<file path="src/rtl/regfile_pkg.sv">
// Shared definitions for the multi-port register file: default sizes, the
// hard-wired zero register index and the write-forwarding winner selection.
package regfile_pkg;

  localparam int unsigned DefaultXlen  = 32;
  localparam int unsigned DefaultNregs = 32;
  localparam int unsigned REG_ZERO     = 0;

  // Upper bound on write ports accepted by the forwarding selector.
  localparam int unsigned MaxWr = 16;

  // Index of the highest-numbered write port hitting the read address, -1 if none.
  function automatic int fwd_winner(input logic [MaxWr-1:0] hit);
    int win;
    win = -1;
    for (int j = 0; j < int'(MaxWr); j++) begin
      if (hit[j]) win = j;
    end
    return win;
  endfunction

endpackage

</file>
<file path="src/rtl/regfile_scoreboard.sv">
// Write scoreboard: per-register pending bits set at issue, cleared by writeback,
// plus the WAW issue handshake and per-read-port RAW lookup.
module regfile_scoreboard
  import regfile_pkg::*;
#(
  parameter int unsigned NREGS     = DefaultNregs,
  parameter int unsigned NUM_RD    = 2,
  parameter bit          ZERO_REG0 = 1'b1,
  localparam int unsigned AW       = $clog2(NREGS)
) (
  input  logic                 clk_pi,
  input  logic                 reset_pi,
  input  logic [NREGS-1:0]     clr_pi,
  input  logic                 iss_valid_pi,
  input  logic [AW-1:0]        iss_addr_pi,
  input  logic [NUM_RD*AW-1:0] rd_addr_pi,
  output logic                 iss_ready_po,
  output logic [NUM_RD-1:0]    rd_busy_po,
  output logic [NREGS-1:0]     busy_vec_po
);

  logic [NREGS-1:0] busy_q, busy_d, set;
  logic             iss_zero;

  assign iss_zero     = ZERO_REG0 && (iss_addr_pi == AW'(REG_ZERO));
  assign iss_ready_po = reset_pi | iss_zero | ~busy_q[iss_addr_pi] | clr_pi[iss_addr_pi];
  assign busy_vec_po  = busy_q;

  // A new producer in flight outranks a writeback from the previous one.
  always_comb begin
    set = '0;
    if (iss_valid_pi && iss_ready_po && !iss_zero) set[iss_addr_pi] = 1'b1;
    busy_d = set | (busy_q & ~clr_pi);
  end

  always_ff @(posedge clk_pi) begin
    if (reset_pi) begin
      busy_q <= '0;
    end else begin
      busy_q <= busy_d;
    end
  end

  always_comb begin
    rd_busy_po = '0;
    for (int k = 0; k < int'(NUM_RD); k++) begin
      rd_busy_po[k] = busy_q[rd_addr_pi[k*AW +: AW]] & ~clr_pi[rd_addr_pi[k*AW +: AW]];
    end
  end

endmodule

</file>
<file path="src/rtl/regfile_mp_sb.sv">
// Multi-port register file with same-cycle write forwarding and write scoreboard.
// Define REGFILE_RD_REG_EN to register read data/busy outputs (1-cycle read latency).
module regfile_mp_sb
  import regfile_pkg::*;
#(
  parameter int unsigned XLEN      = DefaultXlen,
  parameter int unsigned NREGS     = DefaultNregs,
  parameter int unsigned NUM_RD    = 2,
  parameter int unsigned NUM_WR    = 2,
  parameter bit          ZERO_REG0 = 1'b1,
  localparam int unsigned AW       = $clog2(NREGS)
) (
  input  logic                   clk_pi,
  input  logic                   reset_pi,
  input  logic [NUM_RD*AW-1:0]   rd_addr_pi,
  output logic [NUM_RD*XLEN-1:0] rd_data_po,
  output logic [NUM_RD-1:0]      rd_busy_po,
  input  logic [NUM_WR-1:0]      wr_en_pi,
  input  logic [NUM_WR*AW-1:0]   wr_addr_pi,
  input  logic [NUM_WR*XLEN-1:0] wr_data_pi,
  input  logic                   iss_valid_pi,
  input  logic [AW-1:0]          iss_addr_pi,
  output logic                   iss_ready_po,
  output logic [NREGS-1:0]       busy_vec_po
);

  logic [XLEN-1:0]        regs_q [NREGS];
  logic [NUM_WR-1:0]      wr_eff;
  logic [NREGS-1:0]       clr;
  logic [NUM_RD*XLEN-1:0] rd_data_c;
  logic [NUM_RD-1:0]      rd_busy_c;

  always_comb begin
    wr_eff = '0;
    clr    = '0;
    for (int j = 0; j < int'(NUM_WR); j++) begin
      wr_eff[j] = wr_en_pi[j] &&
                  !(ZERO_REG0 && (wr_addr_pi[j*AW +: AW] == AW'(REG_ZERO)));
      if (wr_eff[j]) clr[wr_addr_pi[j*AW +: AW]] = 1'b1;
    end
  end

  // Later ports are applied last, so the highest index wins an address conflict.
  always_ff @(posedge clk_pi) begin
    if (reset_pi) begin
      for (int r = 0; r < int'(NREGS); r++) regs_q[r] <= '0;
    end else begin
      for (int j = 0; j < int'(NUM_WR); j++) begin
        if (wr_eff[j]) regs_q[wr_addr_pi[j*AW +: AW]] <= wr_data_pi[j*XLEN +: XLEN];
      end
    end
  end

  always_comb begin
    rd_data_c = '0;
    for (int k = 0; k < int'(NUM_RD); k++) begin
      logic [AW-1:0]    addr;
      logic [MaxWr-1:0] hit;
      int               win;
      addr = rd_addr_pi[k*AW +: AW];
      hit  = '0;
      for (int j = 0; j < int'(NUM_WR); j++) begin
        hit[j] = wr_eff[j] && (wr_addr_pi[j*AW +: AW] == addr);
      end
      win = fwd_winner(hit);
      if (ZERO_REG0 && (addr == AW'(REG_ZERO))) begin
        rd_data_c[k*XLEN +: XLEN] = '0;
      end else if (win >= 0) begin
        rd_data_c[k*XLEN +: XLEN] = wr_data_pi[win*XLEN +: XLEN];
      end else begin
        rd_data_c[k*XLEN +: XLEN] = regs_q[addr];
      end
    end
  end

  regfile_scoreboard #(
    .NREGS    (NREGS),
    .NUM_RD   (NUM_RD),
    .ZERO_REG0(ZERO_REG0)
  ) u_scoreboard (
    .clk_pi      (clk_pi),
    .reset_pi    (reset_pi),
    .clr_pi      (clr),
    .iss_valid_pi(iss_valid_pi),
    .iss_addr_pi (iss_addr_pi),
    .rd_addr_pi  (rd_addr_pi),
    .iss_ready_po(iss_ready_po),
    .rd_busy_po  (rd_busy_c),
    .busy_vec_po (busy_vec_po)
  );

`ifdef REGFILE_RD_REG_EN
  logic [NUM_RD*XLEN-1:0] rd_data_q;
  logic [NUM_RD-1:0]      rd_busy_q;

  always_ff @(posedge clk_pi) begin
    if (reset_pi) begin
      rd_data_q <= '0;
      rd_busy_q <= '0;
    end else begin
      rd_data_q <= rd_data_c;
      rd_busy_q <= rd_busy_c;
    end
  end

  assign rd_data_po = rd_data_q;
  assign rd_busy_po = rd_busy_q;
`else
  assign rd_data_po = rd_data_c;
  assign rd_busy_po = rd_busy_c;
`endif

endmodule

</file>
<file path="config.mk">
export PLATFORM = sky130hd
export DESIGN_NAME = regfile_mp_sb
export DESIGN_NICKNAME = d
export VERILOG_FILES = /design/src/rtl/regfile_pkg.sv /design/src/rtl/regfile_scoreboard.sv /design/src/rtl/regfile_mp_sb.sv
export SDC_FILE = /design/constraint.sdc
export NUM_CORES = 2
export LEC_CHECK = 0
export CAP_MARGIN = 10
export CORE_AREA = 3 3 303 604
export CTS_CLUSTER_DIAMETER = 30
export DETAILED_ROUTE_END_ITERATION = 10
export DIE_AREA = 0 0 306 607
export GPL_ROUTABILITY_DRIVEN = 0
export RECOVER_POWER = 50
export SYNTH_ARGS = -nofsm -noshare
export SYNTH_HDL_FRONTEND = slang
export SYNTH_SLANG_ARGS = --single-unit
</file>
<file path="constraint.sdc">
create_clock -name clk_pi -period 6.2 [get_ports clk_pi]
set_input_delay 1.55 -clock clk_pi [delete_from_list [all_inputs] [get_ports clk_pi]]
set_output_delay 1.55 -clock clk_pi [all_outputs]
set_load 0.02 [all_outputs]
</file>
======== Word-level counts from Yosys, hierarchy flattened ========
Memory sizes are Yosys's and may differ from the RTL's.
Index checks and enable logic that the tools add are counted.
storage, ports and cells
  bits in registers ....................... 32
  RAM bits ................................ 1024
  bits of input ports ..................... 94
  output and inout bits ................... 99
  word-level logic and storage cells ...... 94
  memories ................................ 1
memories
  name    depth  bits a word  rd ports  clocked after memory_dff  write ports  RTL line             text
  regs_q  32     32           2         0                         32           regfile_mp_sb.sv:27  logic [XLEN-1:0] regs_q [NREGS];
cells by class
  $lt $le $gt $ge ......................... 10
  equality and inequality tests ........... 4
  shift operators ......................... 2
  multiplexer cells ....................... 43
  bitwise gates (word level) .............. 12
  reduce and logical (&&, ||, !) cells .... 21
operators by type and width
  operator                                                            count
  2-to-1 mux 32 bit                                                   13
  indexed part select 64 x 33 -> 32 bit                               2
  greater-or-equal comparator 32 x 1 -> 1 bit, second input constant  2
  OR 32 bit                                                           2
  OR reduction 32 bit                                                 2
  bitwise AND 32 bit                                                  1
  NOT 32 bit                                                          1
  binary-select mux 1 bit (select 5 bit)                              6
  < comparator 5 x 6 -> 1 bit, second input constant                  5
  zero test 5 bit                                                     5
  == test 5 bit                                                       4
  2-to-1 mux 1 bit                                                    19
  demux 1 bit (select 5 bit)                                          3
  greater-or-equal comparator 5 x 1 -> 1 bit, second input constant   3
  logical AND 1 bit                                                   11
  2-to-1 mux 5 bit                                                    2
  zero test 1 bit                                                     3
  NOT 1 bit                                                           3
  OR 1 bit                                                            3
  bitwise AND 1 bit                                                   2

======== Depth between registers and ports, before layout ========
  depth in word-level cells ............... 14
  depth in mapped cells ................... 10

======== Hierarchy ========
A second synthesis with hierarchy kept.
second synthesis, totals
  cells, all modules ...................... 4434
  area, all modules ....................... 63524.7 um^2
modules (own cells, without submodules)
  module              times used  cells an instance  area each (um^2)  sequential area each (um^2)
  regfile_mp_sb       1           4185               60935.9           30749.5
  regfile_scoreboard  1           249                2588.7            640.6

======== Least setup slack after synthesis ========
Ideal clock, no wire load.
  kind .................................... input-to-output
  from .................................... input rd_addr_pi[0]
  to ...................................... output rd_data_po[10]
  data arrival time ....................... 3.678 ns
  data required time ...................... 4.650 ns
  slack ................................... 0.972 ns
  stages .................................. 7
  cell sequence ........................... buf_2 > buf_2 > buf_2 > mux4_2 > mux4_2 > a211oi_1 > o21ai_1
on the way
  cells in the longest elaborated chain, start to end .. 7
  elaborated cells between the ends (all ways) .. 12
  classes of those cells .................. order compare (1); eq/ne (2); shift (1); mux (4); reduce/logical (3); memory (1)
RTL lines
  item                                                                                                  RTL line                                  text
  from (decl)                                                                                           regfile_mp_sb.sv:15                       input logic [NUM_RD*AW-1:0] rd_addr_pi,
  == test 5 bit                                                                                         regfile_mp_sb.sv:63                       hit[j] = wr_eff[j] && (wr_addr_pi[j*AW +: AW] == addr);
  logical AND 1 bit                                                                                     regfile_mp_sb.sv:63
  2-to-1 mux 32 bit (2 in a row)                                                                        regfile_pkg.sv:17                         if (hit[j]) win = j;
  greater-or-equal comparator 32 x 1 -> 1 bit or indexed part select 64 x 33 -> 32 bit (tied branches)  regfile_mp_sb.sv:68, regfile_mp_sb.sv:69
  2-to-1 mux 32 bit                                                                                     regfile_mp_sb.sv:68                       end else if (win >= 0) begin
  2-to-1 mux 32 bit *                                                                                   regfile_mp_sb.sv:66                       if (ZERO_REG0 && (addr == AW'(REG_ZERO))) begin
  to (decl)                                                                                             regfile_mp_sb.sv:16                       output logic [NUM_RD*XLEN-1:0] rd_data_po,
Mark *: on every way between the ends. The rest lies on a longest branch, timed or not.

==> results.toml <==
[synthesis]
synth_top_area_cell = "edfxtp_1"
synthMuxAreaShare_pct = 24.14
synth_top_area_share_pct = 49.29
synth_cells = 4192
syn_area_per_cell_um2 = 14.88
synthAdderAreaFrac_pct = 0
synthSimpleGateAreaFrac_pct = 3.506
synth_compound_area_share_pct = 17.14
ys_warn_count = 0
ys_seq_area_share_pct = 50.32
ys.flop_type = "edfxtp_1"
synth-async-reset-ratio_pct = 0
netlist-cell-type-count = 58
synth_area_leaders = "edfxtp_1, mux4_2, a22o_1"
synth_edf_count = 1024
synthXorXnorAreaFrac_pct = 0.3089
synth_top_family_by_area = "multiplexers"
syn_area_um2 = 62380
ys_seq_elements = 1056

[floorplan]
die-area_um2 = 185700
die_w_um = 306
ios = 193
die_y_um = 607
placeableCoreArea_um2 = 179200
num_rows = 220
initial_core_util_pct = 34.81

[critical_path]
critPathKind = "in -> reg"
worst-path-stages = 3
r2r-start = "u_scoreboard.busy_vec_po[21]"
cp.arrival_ns = 6.71
ff2ff_path_depth = 7
path_buf_inv = 2
path_cells = "clkbuf_1 > or2_0 > dlymetal6s4s_1"
critical_path.max_fanout = 31
crit_required_ns = 6.53
crit_path_start_kind = "input pin"
crit_slowest_cell = "or2_0"
cpPeakStageDelay_ns = 2.02
critPathCaptureType = "register"
cp_top_family = "buffers and inverters"
setup.worst_path.start = "reset_pi"

[grt]
antenna_found_initial = 10
grt_pass1_vias = 49350
grt_pass1_wl_um = 388600
grt_max_degree = 56
grt_use_total_pct = 30.14
overflow = 0

[sta]
fin_ws_ns = -0.1751
fmax_mhz = 156.9
slew_headroom_pct = -171.3
worstMarginPinSlew_ns = 4.070
setup_viol = 37
slew_violations = 980
period_share_pct = 102.8
skew_ns = 0.003387
final_hold_viol_count = 0
whs_ns = 0.5812
rsz0062_at_grt = "no"
period_minus_slack_ns = 6.375

[clock_tree]
numCtsBuffers = 140
root_buffer = "clkbuf_16"
hold_buffers = 0
clockBufferDepth = 4
htree_levels = 4
post-cts-setup-buffers = 0
cts_tree = "done"
cts.clk_slew.worst_paths_ns = 0.06
cts.sinks = 1056
clk_latency_ns = 0.73

[routing]
vias = 48290
wire_per_inst_um = 42.20
wirelength_um = 285600
vias_per_cell = 7.135
drt_iter0_drc = 6631
route.detailed.drc = 0
dr.pass1.iters = 8
drtAntennaViolNets = 0

[worst_hold_path]
holdPathStages = 2
hp-class = "reg -> reg"
worstHoldStart = "u_scoreboard.busy_vec_po[10]"

[outcome]
status = "finished with violations"
failed_checks = "capacitance limit, slew limit, setup timing"

[layout]
drive_above_1_share_pct = 31.81
fillCellCount = 16110
layoutNonFillerInstCount = 6768
areaGrowthSynthToFinish_pct = 17.74
nets = 4428

[power_and_ir_drop]
power.density_nw_per_um2 = 270.9
ir_drop_mv = 0.2024
p_leak_nw = 24.28

[job]
maxCapViolCount = 52

[placed_design]
portBuffers = 192
dp_cells = 6523
dp_hpwl_um = 185000
post-place-ws_ns = -0.2801
==> metrics by stage <==
step,utilization [%],TNS (ns),instance area (um^2),power (mW)
after floorplan,-,0,62500,10.30
after global placement,38.57,-0.3601,69120,11.61
after detailed placement,38.57,-0.3654,69120,11.66
after CTS,41.16,0,73760,19.86
after global routing,40.99,0,73440,20.27
final,40.99,-5.370,73450,19.90
==> final timing paths <==
kind,end,slack (ns)
min,u_scoreboard.busy_vec_po[10],0.58
max,regs_q[21][26],-0.18
min reg2reg,u_scoreboard.busy_vec_po[10],0.58
max reg2reg,u_scoreboard.busy_vec_po[23],4.00
==> cells by family (layout without fill, tap and decap cells) <==
logic type | Yosys count | after routing
xor gates and xnor gates | 22 | 22
buffers and inverters | 709 | 919
AOI/OAI and AO/OA | 1304 | 1304
DFF | 1056 | 1056
muxes | 672 | 672
other | 1 | 36
and+or+nand+nor | 428 | 428
==> power breakdown <==
| part | switching [mW] | internal [mW] |
|---|---|---|
| clock network | 3.33 | 4.98 |
| logic | 1.75 | 1.33 |
| registers | 0.226 | 8.28 |
| total | 5.31 | 14.6 |
==> what timing repair did <==
| action | CTS | global route |
|---|---|---|
| resized for setup | 4 | 6 |
| hold endpoints to repair | 0 | 0 |
| endpoints found under the setup margin | 9 | 36 |
==> placed cells by master (no fill, tap or decap), types with 60 or more instances in the layout <==
master / instances
nor2_1: 75
nand2_1: 114
clkdlybuf4s50_1: 120
mux4_2: 666
nor2b_1: 67
o21ai_1: 70
o21ai_0: 80
a22o_1: 992
edfxtp_1: 1024
buf_4: 382
buf_12: 60
clkbuf_16: 143
a211oi_1: 63
==> final cells by class <==
class	count	area (um^2)	area share, %
Sequential cell	1056	31390	42.74
Tap cell	2331	2917	3.971
Clock buffer	157	3631	4.944
Antenna cell	4	10.01	0.01363
Timing Repair Buffer	644	5812	7.913
Inverter	34	127.6	0.1738
Multi-Input combinational cell	2458	28560	38.89
Clock inverter	84	999.7	1.361
==> synthesized netlist by cell type, types with 5 or more instances <==
master,number
o21ai_0,81
a22o_1,992
o22ai_1,32
nand4_1,6
mux4_2,666
and2_1,5
o221ai_1,32
buf_4,9
or2_2,17
a211oi_1,64
nand3_1,11
nand2_1,114
or3_1,17
nor3_1,78
nand4bb_1,6
clkbuf_1,504
nor2b_1,67
o21ai_1,69
nor2_1,75
dfxtp_1,32
nand4b_1,6
xnor2_1,10
a41oi_1,16
buf_2,103
nand2b_1,6
xor2_1,12
edfxtp_1,1024
inv_1,32
buf_1,54
==> worst min-delay path, stage by stage (launching register included) <==
cell and delay (ns):
dfxtp_1 0.38, inv_1 0.08, o22ai_1 0.07
==> per-layer routing <==
layer  up-vias  GRT usage [%]  routed length [um]
li1      18030              -                   -
met1     24530          31.74               86390
met2      4239          50.11              136100
met3      1491          7.579               31950
met4         6          26.57               31100
met5         -              0                  36
==> state kept, by name, indices dropped and copies added, names as in the netlist <==
| name | cells |
|---|---|
| regs_q | 1024 |
| u_scoreboard.busy_vec_po | 32 |
Power figures use the tool's default switching activity.
